--- config.mk ---
export PLATFORM = sky130hd
export DESIGN_NAME = pipeline_stall_sequencer
export DESIGN_NICKNAME = d
export VERILOG_FILES = /design/src/rtl/pipe_ctrl_pkg.sv /design/src/rtl/sat_counter.sv /design/src/rtl/pipeline_stall_sequencer.sv
export SDC_FILE = /design/constraint.sdc
export NUM_CORES = 1
export LEC_CHECK = 0
export BUFFER_PORTS_ARGS = -buffer_cell sky130_fd_sc_hd__buf_2
export CAP_MARGIN = 20
export CORE_MARGIN = 2
export CORE_UTILIZATION = 35
export DETAILED_ROUTE_END_ITERATION = 8
export RECOVER_POWER = 50
export SLEW_MARGIN = 25
export SYNTH_ARGS = -nofsm -noshare
export SYNTH_HDL_FRONTEND = slang
export SYNTH_SLANG_ARGS = --single-unit
--- constraint.sdc ---
create_clock -name clk -period 4 [get_ports clk]
set_input_delay 0 -clock clk [delete_from_list [all_inputs] [get_ports clk]]
set_output_delay 0 -clock clk [all_outputs]
set_load 0.05 [all_outputs]
--- src/rtl/pipe_ctrl_pkg.sv ---
// Shared front-end control types.
// State encoding and opcode constants.
package pipe_ctrl_pkg;

  typedef enum logic {
    IDLE  = 1'b0,
    STALL = 1'b1
  } state_t;

  localparam logic [5:0] R_FORMAT = 6'h00;
  localparam logic [5:0] BEQ      = 6'h04;
  localparam logic [5:0] LW       = 6'h23;
  localparam logic [5:0] SW       = 6'h2B;

endpackage

--- src/rtl/sat_counter.sv ---
// Saturating event counter.
// Holds at all ones instead of wrapping.
module sat_counter #(
  parameter int CNT_W = 16
) (
  input  logic             clk,
  input  logic             rst,
  input  logic             inc,
  output logic [CNT_W-1:0] count
);

  // count up on inc, stop at the ceiling
  always_ff @(posedge clk or posedge rst) begin
    if (rst) begin
      count <= '0;
    end else if (inc && count != '1) begin
      count <= count + 1'b1;
    end
  end

endmodule

--- src/rtl/pipeline_stall_sequencer.sv ---
// Front-end stall/flush sequencer.
// Stretches decode hazard pulses into bubbles.
module pipeline_stall_sequencer
  import pipe_ctrl_pkg::*;
#(
  parameter int MAX_STALL = 3,
  parameter int LEN_W     = 2,
  parameter int CNT_W     = 16
) (
  input  logic             clk,
  input  logic             rst,
  input  logic             haz_req,
  input  logic [LEN_W-1:0] haz_len,
  input  logic             br_taken,
  input  logic             mem_busy,
  output logic             pc_hold,
  output logic             ifid_hold,
  output logic             ifid_flush,
  output logic             idex_bubble,
  output logic             busy,
  output logic [CNT_W-1:0] stall_cnt,
  output logic [CNT_W-1:0] flush_cnt
);

  state_t           state;
  state_t           state_nx;
  logic [LEN_W-1:0] rem;
  logic [LEN_W-1:0] rem_nx;
  logic [LEN_W-1:0] len;
  logic             stall_act;

  assign stall_act = (state == STALL)
                   | (state == IDLE & haz_req);

  // clamp requested length into 1..MAX_STALL
  always_comb begin
    len = haz_len;
    if (haz_len == '0) begin
      len = LEN_W'(1);
    end else if (32'(haz_len) > MAX_STALL) begin
      len = LEN_W'(MAX_STALL);
    end
  end

  // next state and remaining-bubble count
  always_comb begin
    state_nx = state;
    rem_nx   = rem;
    unique case (state)
      IDLE: begin
        if (haz_req && !mem_busy
            && len != LEN_W'(1)) begin
          state_nx = STALL;
          rem_nx   = len - LEN_W'(1);
        end
      end
      STALL: begin
        if (!mem_busy) begin
          rem_nx = rem - LEN_W'(1);
          if (rem == LEN_W'(1)) begin
            state_nx = IDLE;
          end
        end
      end
    endcase
  end

  // state register; reset drops any stall
  always_ff @(posedge clk or posedge rst) begin
    if (rst) begin
      state <= IDLE;
      rem   <= '0;
    end else begin
      state <= state_nx;
      rem   <= rem_nx;
    end
  end

  // mem_busy beats stall, stall beats flush
  always_comb begin
    pc_hold     = ~rst & (stall_act | mem_busy);
    ifid_hold   = ~rst & (stall_act | mem_busy);
    idex_bubble = ~rst & stall_act & ~mem_busy;
    ifid_flush  = ~rst & br_taken
                & ~stall_act & ~mem_busy;
    busy        = ~rst & (state == STALL);
  end

  sat_counter #(.CNT_W(CNT_W)) u_stall_cnt (
    .clk   (clk),
    .rst   (rst),
    .inc   (idex_bubble),
    .count (stall_cnt)
  );

  sat_counter #(.CNT_W(CNT_W)) u_flush_cnt (
    .clk   (clk),
    .rst   (rst),
    .inc   (ifid_flush),
    .count (flush_cnt)
  );

endmodule
# Word-level counts from Yosys, hierarchy flattened
# Index checks and enable logic that the tools add are counted.
# word_totals
register_bits	35
inputBits	7
output_inout_bits	37
# classes
addsub	4
eq_ne	6
muxes	8
n_bitwise	14
n_reduce_logical	7
# op_table
op	n
$add 16x1->16 const B	2
$ne 16x16->1 const B	2
$and 1x1->1	8
$mux 2	3
$logic_and 1x1->1	4
$ne 2x1->1 const B	2
$not 1->1	4
$pmux 2 s2	1
$sub 2x1->2 const B	2
$mux 1	3
$eq 2x1->1 const B	1
$logic_not 2->1	1
$ne 2x2->1 const B	1
$or 1x1->1	2
$pmux 1 s2	1
$reduce_and 2->1	1
$logic_not 1->1	1

# Depth between registers and ports, before layout
# Gate-level depths: netlist of run 1.
# depth
ltp_word	7
ltp_mapped	6

# By module
# A second synthesis of run 1 with hierarchy kept.
# hier_totals
cells_unflattened	172
hier_area_um2	1843.0
# modules_own_cells
module	n_inst	cells_each	area_per_inst_um2	seq_area_each_um2
sat_counter	2	71	805.8	400.4
pipeline_stall_sequencer	1	30	231.5	75.1

# Worst setup path after synthesis of run 1
# Ideal clock, no wire load.
# synth_timing
path_type	flip-flop to flip-flop
from	register u_stall_cnt.count[0]
to	register u_stall_cnt.count[1]
setup_time_ps	125
arrival_ps	1862
path_slack_ps	2013
path_stages_with_launch	6
path_cell_list	dfrtp_1 ha_1 nand3_1 nor4_4 nor2_2 mux2_4
# synth_between
elab_chain_cells	2
elab_cells_between_ends	3
# synth_rtl
item	line_no	rtl
from (decl)	sat_counter.sv:9	output logic [CNT_W-1:0] count
from (signal assigned)	sat_counter.sv:17	count <= count + 1'b1;
parallel branches: the longest is 2 deep, another holds $add 16x1->16	-	
# Several ways; the timed one is not identified.
# A chain may end at the register's enable or synchronous reset.

# Worst setup path in the final report of run 1
# layout_timing
from	register u_flush_cnt.count[0]
to	register u_flush_cnt.count[1]
# layout_between
elab_chain_cells	2
elab_cells_between_ends	3
# layout_rtl
item	line_no
from (decl)	sat_counter.sv:9
from (signal assigned)	sat_counter.sv:17
parallel branches: the longest is 2 deep, another holds $add 16x1->16	-
# Several ways; the timed one is not identified.

==> metrics.md, run 1 <==
| Metric | Value |
|---|---|
| Synth top area cells | `dfrtp_1 (48%), xor2_1 (13%), nor3_1 (4.1%)` |
| DIE AREA | `between 5000 and 6000 sq um` |
| Post-Route WL | `approximately 3600 um` |
| Synth Warn # | `0` |
| Clock root buffer | `clkbuf_8` |
| Syn nets | `184` |
| GRT overflow | `0` |
| Number of hold violations in the final report | `0` |
| Global-route wire length before repair | `6360 um` |
| Top FF cell, synth | `dfrtp_1` |
| IO Pins | `44` |
| Vias/cell | `4.88` |
| Setup repair bufs after CTS | `0` |
| Sequential fraction of the synthesis area | `0.481` |
| Core area | `5070 sq um` |
| Synth Area per Inst | `about 10 sq um` |
| Status | `finished with violations` |
| Die height | `76.1 um` |
| Ant diodes | `0` |
| Req. time, crit path | `approximately 4.2 ns` |
| Clk_lat worst skew | `0.29 ns` |
| Worst VDD drop | `370 uV` |
| DRC | `0` |
| Non-filler instance count after layout | `a little under 300` |
| Hold Path Class | `in2reg` |
| Min-delay src | `mem_busy` |
| Cell count after placement | `283` |
| RR Startpoint | `u_flush_cnt.count[0]` |
| Crit path buf inv count | `0` |
| CTS Buffer Depth | `2` |
| Post-Syn Instances | `174` |
| Fin crit period | `2.23 ns` |
| Starting density of the core | `0.359` |
| TritonCTS Buffers | `5` |
| Layout cell share with drive strength beyond 1 | `0.190` |
| Initial antenna violation count | `0` |
| Avg WL per Cell | `between 10 and 15 um` |
| Final nets | `231` |
| Area leader, netlist | `dfrtp_1` |
| WS Path Type | `reg2reg` |
| Final setup vio count | `0` |
| Period utilization | `0.558` |
| Top-count cell post-synth | `dfrtp_1` |
| Static leakage | `1.12 nW` |
| Max-slew violations | `36` |
| F_max | `0.448 GHz` |
| Reg clk slew, reported paths | `around 0.070 ns` |
| FP Rows | `26` |
| Htree depth | `2` |
| Max_cap viols | `1` |
| Cell Area, Synth | `1820 sq um` |
| Worst-path maximum fanout | `12` |
| Placed cell area | `2100 sq um` |
| Synth Register Bits | `35` |
| Final instance area | `between 2000 and 2500 sq um` |
| Setup TNS | `0 ns` |
| TritonCTS clock tree | `done` |
| Most instantiated cells after synthesis | `dfrtp_1 (35), xor2_1 (28), nor3_1 (15)` |
| Top delay family on crit path | `simple AND/OR/NAND/NOR gates` |
| Initial detailed-routing violation count | `41` |
| Area Overhead vs Synth | `19.2%` |
| # port buffers | `43` |
| Post-synth ARST share | `1.00` |
| DRT Pass-1 Iters | `4` |
| Pin slew with the least headroom to its limit | `1.80 ns` |
| Max-slew headroom | `-0.200` |
| Critical path's slowest cell | `nor4_2` |
| Setup Skew | `0.00549 ns` |
| Routed Antenna Nets | `0` |
| Worst path max stage delay | `0.88 ns` |
| Pin count of the biggest net entering global routing | `36` |
| CTS Sinks | `35` |
| RSZ-0062 raised after global routing | `false` |
| Post-synth EDFFs | `0` |
| Startpoint types | `flop` |
| Yosys top cell area share | `0.481` |
| Vias in the first global route | `1,376` |
| Overall Global Routing Usage | `0.137` |
| Setup crit end kind | `flop` |
| Reg2reg setup slack | `about 1.8 ns` |
| P per Cell Area | `516 nW/um^2` |
| Worst-path cell chain | `ha_1 -> nand3_1 -> nor4_2 -> nor2_1 -> mux2_2` |
| Failing checks | `max-capacitance violations, max-slew violations` |
| HPWL Detailed | `2730 um` |
| Worst-case hold slack | `0.0152 ns` |
| Fin util | `0.428` |
| Crit path arrival time | `2.40 ns` |
| Library cells used by synthesis | `35` |
| Die W | `76.1 um` |
| Vias | `about 1,400` |
| Final estimated routing congestion in global placement | `0.794` |
| Crit. Startpoint | `u_flush_cnt.count[0]` |
==> stage by stage <==
step           setup slack (ns)  power [mW]
2_1_floorplan              2.01       0.799
5_1_grt                    1.46        1.19
4_1_cts                    1.75        1.15
3_3_place_gp               1.85       0.877
6_report                   1.77        1.12
3_5_place_dp               1.77       0.881
==> layer usage <==
layer / routed length [um] / vias up / GRT usage
met4: 55 / 0 / 0.0436
li1: - / 706 / -
met5: 0 / - / 0
met1: 1740 / 674 / 0.175
met2: 1650 / 35 / 0.221
met3: 200 / 6 / 0.0462
==> sequential cells by signal, summed over array words and instances, names as in the netlist <==
name	count
u_flush_cnt.count	16
u_stall_cnt.count	16
rem	2
state	1
==> power by group <==
part	switching (mW)	internal (mW)
Combinational	0.268	0.100
Clock	0.124	0.135
Sequential	0.0784	0.414
Total	0.471	0.649
==> cell type report <==
| class | instances | area (sq um) |
|---|---|---|
| Inverter | 6 | 22.5 |
| Fill cell | 528 | 2910 |
| Timing Repair Buffer | 45 | 208 |
| Tap cell | 70 | 87.6 |
| Clock buffer | 6 | 82.6 |
| Multi-Input combinational cell | 128 | 888 |
| Clock inverter | 1 | 5.00 |
| Sequential cell | 35 | 876 |
==> worst paths after layout <==
check	cells past startpoint	to
worst max-delay path	5	u_flush_cnt.count[1]
worst max register to register	5	u_flush_cnt.count[1]
min in group asynchronous	4	rem[1]
worst min register to register	1	rem[0]
max in group asynchronous	4	u_flush_cnt.count[13]
worst min-delay path	2	rem[0]
==> cell usage in the layout (no fill, tap or decap), types with 4 or more instances in the layout <==
| cell | count |
|---|---|
| buf_2 | 26 |
| nor3b_1 | 7 |
| dfrtp_1 | 35 |
| nand3_1 | 8 |
| nor3_1 | 15 |
| clkbuf_8 | 6 |
| nand4_1 | 8 |
| nand2_1 | 13 |
| inv_1 | 6 |
| clkbuf_1 | 18 |
| and3_1 | 4 |
| nor4_1 | 5 |
| xor2_1 | 28 |
| nor2_1 | 9 |
==> what timing repair did <==
item                                   in CTS  in global routing
endpoints found under the hold margin      35                  0
resized for setup                           0                  0
hold buffers                                1                  0
==> worst reg2reg max path: stages (launching register included) <==
cell and delay, ns:
dfrtp_1 0.40, ha_1 0.19, nand3_1 0.13, nor4_2 0.88, nor2_1 0.20, mux2_2 0.32
==> cells by family after synthesis <==
logic type / after synthesis / share of synthesized area
compound gates: 9 / 0.0302
xor+xnor: 30 / 0.144
simple gates: 84 / 0.278
fa+ha+maj: 3 / 0.0206
buf+inv: 11 / 0.0309
mux: 2 / 0.0144
flops: 35 / 0.481
No activity file was read; power rests on OpenSTA's default activity.
==> inputs of run 2 (changes only) <==
Settings changed: ABC_AREA set to 1.
Clock period 4 ns to 2.2 ns, I/O delays scaled along.
==> metrics.md, run 2 <==
| Metric | Value |
|---|---|
| Min-delay src | `haz_len[1] (was mem_busy)` |
| Pin slew with the least headroom to its limit | `0.695 ns (was 1.80 ns)` |
| TritonCTS Buffers | `5 (unchanged)` |
| Worst VDD drop | `618 uV (was 370 uV)` |
| Largest regs | `u_flush_cnt.count x16, u_stall_cnt.count x16, rem x2 (unchanged)` |
| Top delay family on crit path | `simple AND/OR/NAND/NOR gates (unchanged)` |
| Initial detailed-routing violation count | `74 (was 41)` |
| Post-cts resize count | `0 (unchanged)` |
| Grt peak-use layer | `met2 (unchanged)` |
| Post-synth EDFFs | `0 (unchanged)` |
| HPWL Detailed | `4000 um (was 2730 um)` |
| GR Util met3 | `0.0305 (was 0.0462)` |
| Crit. Startpoint | `u_stall_cnt.count[1] (was u_flush_cnt.count[0])` |
| Max-slew headroom | `0.536 (was -0.200)` |
| Hold_buf cts | `1 (unchanged)` |
| Sequential fraction of the synthesis area | `0.387 (was 0.481)` |
| Placed cell area | `2560 sq um (was 2100 sq um)` |
| Post-synth ARST share | `1.00 (unchanged)` |
| Overall Global Routing Usage | `0.156 (was 0.137)` |
| Avg WL per Cell | `11.7 um (was 12.5 um)` |
| Top-count cell post-synth | `nand2_1 (was dfrtp_1)` |
| Die W | `84.4 um (was 76.1 um)` |
| Most common cell after layout, fill and taps aside | `nand2_1 (was dfrtp_1)` |
| Top cell by count, worst path | `nand2_1` |
| Worst-path maximum fanout | `11 (was 12)` |
| Core area | `6310 sq um (was 5070 sq um)` |
| Static leakage | `1.15 nW (was 1.12 nW)` |
| Post-Syn Instances | `319 (was 174)` |
| Met2 GRT Util | `0.268 (was 0.221)` |
| Clock root buffer | `clkbuf_8 (unchanged)` |
| IO Pins | `44 (unchanged)` |
| Synth Area per Inst | `7.10 sq um (was 10.5 sq um)` |
| Cell Area, Synth | `2260 sq um (was 1820 sq um)` |
| Fill cell count | `686 (was 528)` |
| P per Cell Area | `1080 nW/um^2 (was 516 nW/um^2)` |
| Yosys top cell area share | `0.387 (was 0.481)` |
| Final nets | `378 (was 231)` |
| TritonCTS clock tree | `done (unchanged)` |
| Syn nets | `329 (was 184)` |
| Max-slew violations | `0 (was 36)` |
| Setup repair bufs after CTS | `0 (unchanged)` |
| Post-Route WL | `5190 um (was 3640 um)` |
| Synth Register Bits | `35 (unchanged)` |
| GRT overflow | `0 (unchanged)` |
| Hold Path Class | `in2reg (unchanged)` |
| Die height | `84.4 um (was 76.1 um)` |
| # port buffers | `43 (unchanged)` |
| Clk_lat worst skew | `0.28 ns (was 0.29 ns)` |
| Design Power | `2.83 mW (was 1.12 mW)` |
| Worst Slack Setup Final | `0.525 ns (was 1.77 ns)` |
| FP Rows | `29 (was 26)` |
| Most instantiated cells after synthesis | `nand2_1 (123), inv_1 (37), dfrtp_1 (35) (was dfrtp_1 (35), xor2_1 (28), nor3_1 (15))` |
| Top FF cell, synth | `dfrtp_1 (unchanged)` |
| DRC | `0 (unchanged)` |
| Global-route wire length before repair | `9100 um (was 6360 um)` |
| Final estimated routing congestion in global placement | `0.794 (about the same)` |
| Most frequent cells in the layout | `nand2_1 (123), inv_1 (37), dfrtp_1 (35) (was dfrtp_1 (35), xor2_1 (28), buf_2 (26))` |
| WS Path Type | `reg2reg (unchanged)` |
| Setup TNS | `0 ns (unchanged)` |
| F_max | `0.597 GHz (was 0.448 GHz)` |
| Critical path's slowest cell | `dfrtp_1 (was nor4_2)` |
| RSZ-0062 raised after global routing | `false (unchanged)` |
| CTS Buffer Depth | `2 (unchanged)` |
| RR Startpoint | `u_stall_cnt.count[1] (was u_flush_cnt.count[0])` |
| Layout cell share with drive strength beyond 1 | `0.144 (was 0.190)` |
| Area Overhead vs Synth | `15.7% (was 19.2%)` |
| Fin crit period | `1.68 ns (was 2.23 ns)` |
| Final setup vio count | `0 (unchanged)` |
| Max_cap viols | `0 (was 1)` |
| Routed Antenna Nets | `0 (unchanged)` |
| Synth top area cells | `dfrtp_1 (39%), nand2_1 (20%), inv_1 (6.1%) (was dfrtp_1 (48%), xor2_1 (13%), nor3_1 (4.1%))` |
| Startpoint types | `flop (unchanged)` |
| DRT Pass-1 Iters | `4 (unchanged)` |
| Final instance area | `2620 sq um (was 2170 sq um)` |
| Req. time, crit path | `2.40 ns (was 4.17 ns)` |
| Worst path max stage delay | `0.41 ns (was 0.88 ns)` |
| Vias/cell | `4.72 (was 4.88)` |
| Htree depth | `2 (unchanged)` |
| Area leader, netlist | `dfrtp_1 (unchanged)` |
| Period utilization | `0.761 (was 0.558)` |
| Synth Warn # | `0 (unchanged)` |
| Crit path buf inv count | `1 (was 0)` |
| Crit path arrival time | `1.88 ns (was 2.40 ns)` |
| Pin count of the biggest net entering global routing | `21 (was 36)` |
| Status | `completed (was finished with violations)` |
| DIE AREA | `7130 sq um (was 5790 sq um)` |
| Setup Skew | `0.00760 ns (was 0.00549 ns)` |
| Worst-path cell chain | `ha_1 -> nand3_2 -> inv_2 -> nand4_1 -> nand2_1 -> nand2_1 -> o21ai_2 (was ha_1 -> nand3_1 -> nor4_2 -> nor2_1 -> mux2_2)` |
| Place WS | `0.546 ns (was 1.77 ns)` |
| Initial antenna violation count | `0 (unchanged)` |
| CTS Sinks | `35 (unchanged)` |
| Ant diodes | `0 (unchanged)` |
| Setup crit end kind | `flop (unchanged)` |
| Vias | `2,099 (was 1,421)` |
| Starting density of the core | `0.359 (about the same)` |
| Number of hold violations in the final report | `0 (unchanged)` |
| Vias in the first global route | `2,037 (was 1,376)` |
| Worst-case hold slack | `0.0207 ns (was 0.0152 ns)` |
| Routing usage on met1 | `0.200 (was 0.175)` |
| Reg clk slew, reported paths | `0.07 ns (about the same)` |
| Library cells used by synthesis | `23 (was 35)` |
run 2: cell count changes after synthesis, moves of 5 or more:
cell,previous run,this run
nand2_1,13,123
inv_1,6,37
xor2_1,28,5
nor2_1,9,30
nor3_1,15,0
o21ai_2,0,12
nand3_1,8,16
nor3b_1,7,0
nor2_2,1,7
nand4_1,8,13
nor4_1,5,0
o21ai_1,0,5
xnor2_1,2,7
run 2: per-layer routing:
metal  share of wire  up-vias
li1                -     1099
met1            0.48      963
met2            0.47       32
met3           0.039        5
met4          0.0098        0
met5               0        -
run 2: worst paths after layout:
| path | slack [ns] | endpoint | cells past startpoint |
|---|---|---|---|
| worst max register to register | 0.52 | u_stall_cnt.count[5] | 7 |
| worst max-delay path | 0.52 | u_stall_cnt.count[5] | 7 |
| worst min register to register | 0.54 | u_flush_cnt.count[15] | 2 |
| worst min-delay path | 0.02 | state | 3 |
| max in group asynchronous | 1.24 | u_stall_cnt.count[11] | 4 |
| min in group asynchronous | 0.41 | u_flush_cnt.count[2] | 3 |
run 2: kinds of logic after synthesis:
logic type | count (synthesis) | share of synthesized area
AND/OR/NAND/NOR | 201 | 0.392
buffers and inverters | 43 | 0.0829
flip-flops | 35 | 0.387
AO/OA/AOI/OAI | 25 | 0.0757
XOR/XNOR | 12 | 0.0464
adder cells (fa/ha/maj) | 3 | 0.0166
run 2: cell type report:
| cell class | count | area [sq um] | share of cell area |
|---|---|---|---|
| clock buffers | 6 | 82.6 | 0.0315 |
| clock inverters | 1 | 5.00 | 0.00191 |
| inverters | 39 | 146 | 0.0558 |
| multi-input cells | 241 | 1200 | 0.458 |
| flip-flops and latches | 35 | 876 | 0.334 |
| well taps | 77 | 96.3 | 0.0368 |
| repair buffers | 46 | 214 | 0.0816 |
run 2: through the flow:
stage	std cells	util
5_1_grt	445	0.415
3_5_place_dp	437	0.406
4_1_cts	445	0.421
6_report	445	0.415
2_1_floorplan	319	-
3_3_place_gp	437	0.406
run 2: where the power goes:
group          switching, mW  internal, mW
combinational          0.987         0.315
clock                  0.223         0.246
sequential             0.240         0.816
total                   1.45          1.38
run 2: worst reg2reg max path, cell delays in order (launching register included):
cell	delay (ns)
dfrtp_1	0.41
ha_1	0.28
nand3_2	0.13
inv_2	0.08
nand4_1	0.12
nand2_1	0.36
nand2_1	0.13
o21ai_2	0.08
==> inputs of run 3 (changes only) <==
Clock period 2.2 ns to 1.7 ns, I/O delays scaled along.
==> metrics.md, run 3 (same netlist as run 2, synthesis figures left out) <==
| Metric | Value |
|---|---|
| Status | `completed (unchanged)` |
| Share of total power in the clock network | `0.162 (was 0.166)` |
| Overall Global Routing Usage | `0.156 (about the same)` |
| Global-route wire length before repair | `9050 um (was 9100 um)` |
| Vias | `2,131 (was 2,099)` |
| Die height | `84.4 um (unchanged)` |
| Routed Antenna Nets | `0 (unchanged)` |
| RSZ-0062 raised after global routing | `false (unchanged)` |
| DRT Pass-1 Iters | `4 (unchanged)` |
| Max-slew headroom | `0.385 (was 0.536)` |
| Clock root buffer | `clkbuf_8 (unchanged)` |
| GRT overflow | `0 (unchanged)` |
| Register Area | `881 sq um (was 876 sq um)` |
| Setup repair bufs after CTS | `0 (unchanged)` |
| Reg2reg setup slack | `0.17 ns (was 0.52 ns)` |
| IO Pins | `44 (unchanged)` |
| Max_cap viols | `0 (unchanged)` |
| Reg2reg end | `u_stall_cnt.count[11] (was u_stall_cnt.count[5])` |
| RR Startpoint | `u_stall_cnt.count[0] (was u_stall_cnt.count[1])` |
| Worst-path maximum fanout | `4 (was 11)` |
| TritonCTS clock tree | `done (unchanged)` |
| Setup crit end kind | `primary output (was flop)` |
| Setup TNS | `0 ns (unchanged)` |
| Design Power | `3.71 mW (was 2.83 mW)` |
| Reg clk slew, reported paths | `0.07 ns (about the same)` |
| Multi-input gate area | `1200 sq um (about the same)` |
| Startpoint types | `flop (unchanged)` |
| Crit path arrival time | `1.53 ns (was 1.88 ns)` |
| Pin count of the biggest net entering global routing | `36 (was 21)` |
| Most frequent cells in the layout | `nand2_1 (122), inv_1 (37), dfrtp_1 (31) (was nand2_1 (123), inv_1 (37), dfrtp_1 (35))` |
| Req. time, crit path | `1.70 ns (was 2.40 ns)` |
| HPWL Detailed | `3940 um (was 4000 um)` |
| Period utilization | `0.900` |
| Fill cell count | `676 (was 686)` |
| Largest regs | `u_flush_cnt.count x16, u_stall_cnt.count x16, rem x2 (unchanged)` |
| Post-Route WL | `5200 um (was 5190 um)` |
| Worst Hold Path EP | `state (unchanged)` |
| Max-slew violations | `0 (unchanged)` |
| Seq pwr share | `0.364 (was 0.374)` |
| Sw frac | `0.513 (about the same)` |
| Vias in the first global route | `1,973 (was 2,037)` |
| Switching pwr | `1.90 mW (was 1.45 mW)` |
| Final estimated routing congestion in global placement | `0.853 (was 0.794)` |
| # port buffers | `43 (unchanged)` |
| WHS Path Cells | `3 (unchanged)` |
| WS Path Type | `reg2out (was reg2reg)` |
| FP Rows | `29 (unchanged)` |
| CTS Sinks | `35 (unchanged)` |
| Static leakage | `1.24 nW (was 1.15 nW)` |
| Internal Pwr Total | `1.81 mW (was 1.38 mW)` |
| Initial antenna violation count | `0 (unchanged)` |
| P per Cell Area | `1380 nW/um^2 (was 1080 nW/um^2)` |
| Vias/cell | `4.70 (was 4.72)` |
| Fin crit period | `1.53 ns` |
| TritonCTS Buffers | `5 (unchanged)` |
| Ant diodes | `0 (unchanged)` |
| Avg WL per Cell | `11.5 um (was 11.7 um)` |
| Final setup vio count | `0 (unchanged)` |
| Htree depth | `2 (unchanged)` |
| Part of the power in combinational logic | `0.474 (was 0.461)` |
| DIE AREA | `7130 sq um (unchanged)` |
| Core area | `6310 sq um (unchanged)` |
| Area Overhead vs Synth | `18.8% (was 15.7%)` |
| Layout cell share with drive strength beyond 1 | `0.210 (was 0.144)` |
| Final nets | `385 (was 378)` |
| Number of hold violations in the final report | `0 (unchanged)` |
| Starting density of the core | `0.359 (unchanged)` |
| Die W | `84.4 um (unchanged)` |
| Hold Path Class | `in2reg (unchanged)` |
| Worst VDD drop | `901 uV (was 618 uV)` |
| Initial detailed-routing violation count | `55 (was 74)` |
| Clk_lat worst skew | `0.29 ns (was 0.28 ns)` |
| R2R cell count | `9 (was 7)` |
| Pin slew with the least headroom to its limit | `0.922 ns (was 0.695 ns)` |
| Most common cell after layout, fill and taps aside | `nand2_1 (unchanged)` |
| F_max | `0.654 GHz` |
| Setup Skew | `0.00761 ns (was 0.00760 ns)` |
| CTS Buffer Depth | `2 (unchanged)` |
| DRC | `0 (unchanged)` |
| Min-delay src | `haz_req (was haz_len[1])` |
-- run 3: cell types whose count changed in the layout (fill, tap and decap cells not counted), sizes merged --
cell    change
clkinv      +2
buf        +19
clkbuf     -13
-- run 3: routing by layer --
metal  up-vias  track usage  share of wire
li1       1111            -              -
met1       971        0.209           0.49
met2        43        0.253           0.45
met3         6       0.0315          0.047
met4         0       0.0519          0.013
met5         -            0              0
-- run 3: cell type report --
cell class,count,share of cell area
Inverter,39,0.0544
Clock buffer,5,0.0256
Sequential cell,35,0.327
Timing Repair Buffer,53,0.104
Clock inverter,3,0.00558
Multi-Input combinational cell,241,0.447
Tap cell,77,0.0358
-- run 3: worst max-delay path, cell delays in order, from the launching register on --
cell and delay, ns:
dfrtp_1 0.42, nor2_2 0.13, buf_4 0.12, nand3_2 0.12, inv_1 0.16, buf_2 0.28
-- run 3: stage by stage --
stage / setup slack [ns] / hold WS [ns] / utilization / cell area, sq um / std cells
2_1_floorplan: 0.0895 / 0.154 / - / 2270 / 319
3_3_place_gp: 0.165 / 0.168 / 0.415 / 2620 / 444
3_5_place_dp: 0.109 / 0.174 / 0.415 / 2620 / 444
4_1_cts: 0.0975 / 0.00186 / 0.430 / 2710 / 453
5_1_grt: 0.0270 / 0.0187 / 0.426 / 2690 / 453
6_report: 0.170 / 0.0126 / 0.426 / 2690 / 453
-- run 3: worst max-delay path by stage --
stage	start	endpoint	slack [ns]	depth (start not counted)
2_1_floorplan	u_stall_cnt.count[5]	u_stall_cnt.count[13]	0.09	8
3_3_place_gp	u_stall_cnt.count[0]	u_stall_cnt.count[5]	0.16	7
3_5_place_dp	u_stall_cnt.count[0]	u_stall_cnt.count[5]	0.11	7
4_1_cts	u_stall_cnt.count[0]	u_stall_cnt.count[2]	0.1	7
5_1_grt	u_stall_cnt.count[0]	u_stall_cnt.count[2]	0.03	7
6_report	state	ifid_flush	0.17	5
-- run 3: repair_timing --
item	CTS	global route
endpoints found under the hold margin	35	0
gates resized for setup	0	1
setup endpoints to repair	0	8
hold buffers	1	0
-- run 3: power groups by stage --
stage | clock network [mW] | registers, mW | logic, mW
floorplan | 0 | 1.99 | 0.734
global placement | 0 | 1.35 | 1.79
detailed placement | 0 | 1.36 | 1.81
CTS | 0.628 | 1.35 | 1.82
global route | 0.671 | 1.40 | 1.94
finish | 0.600 | 1.35 | 1.76
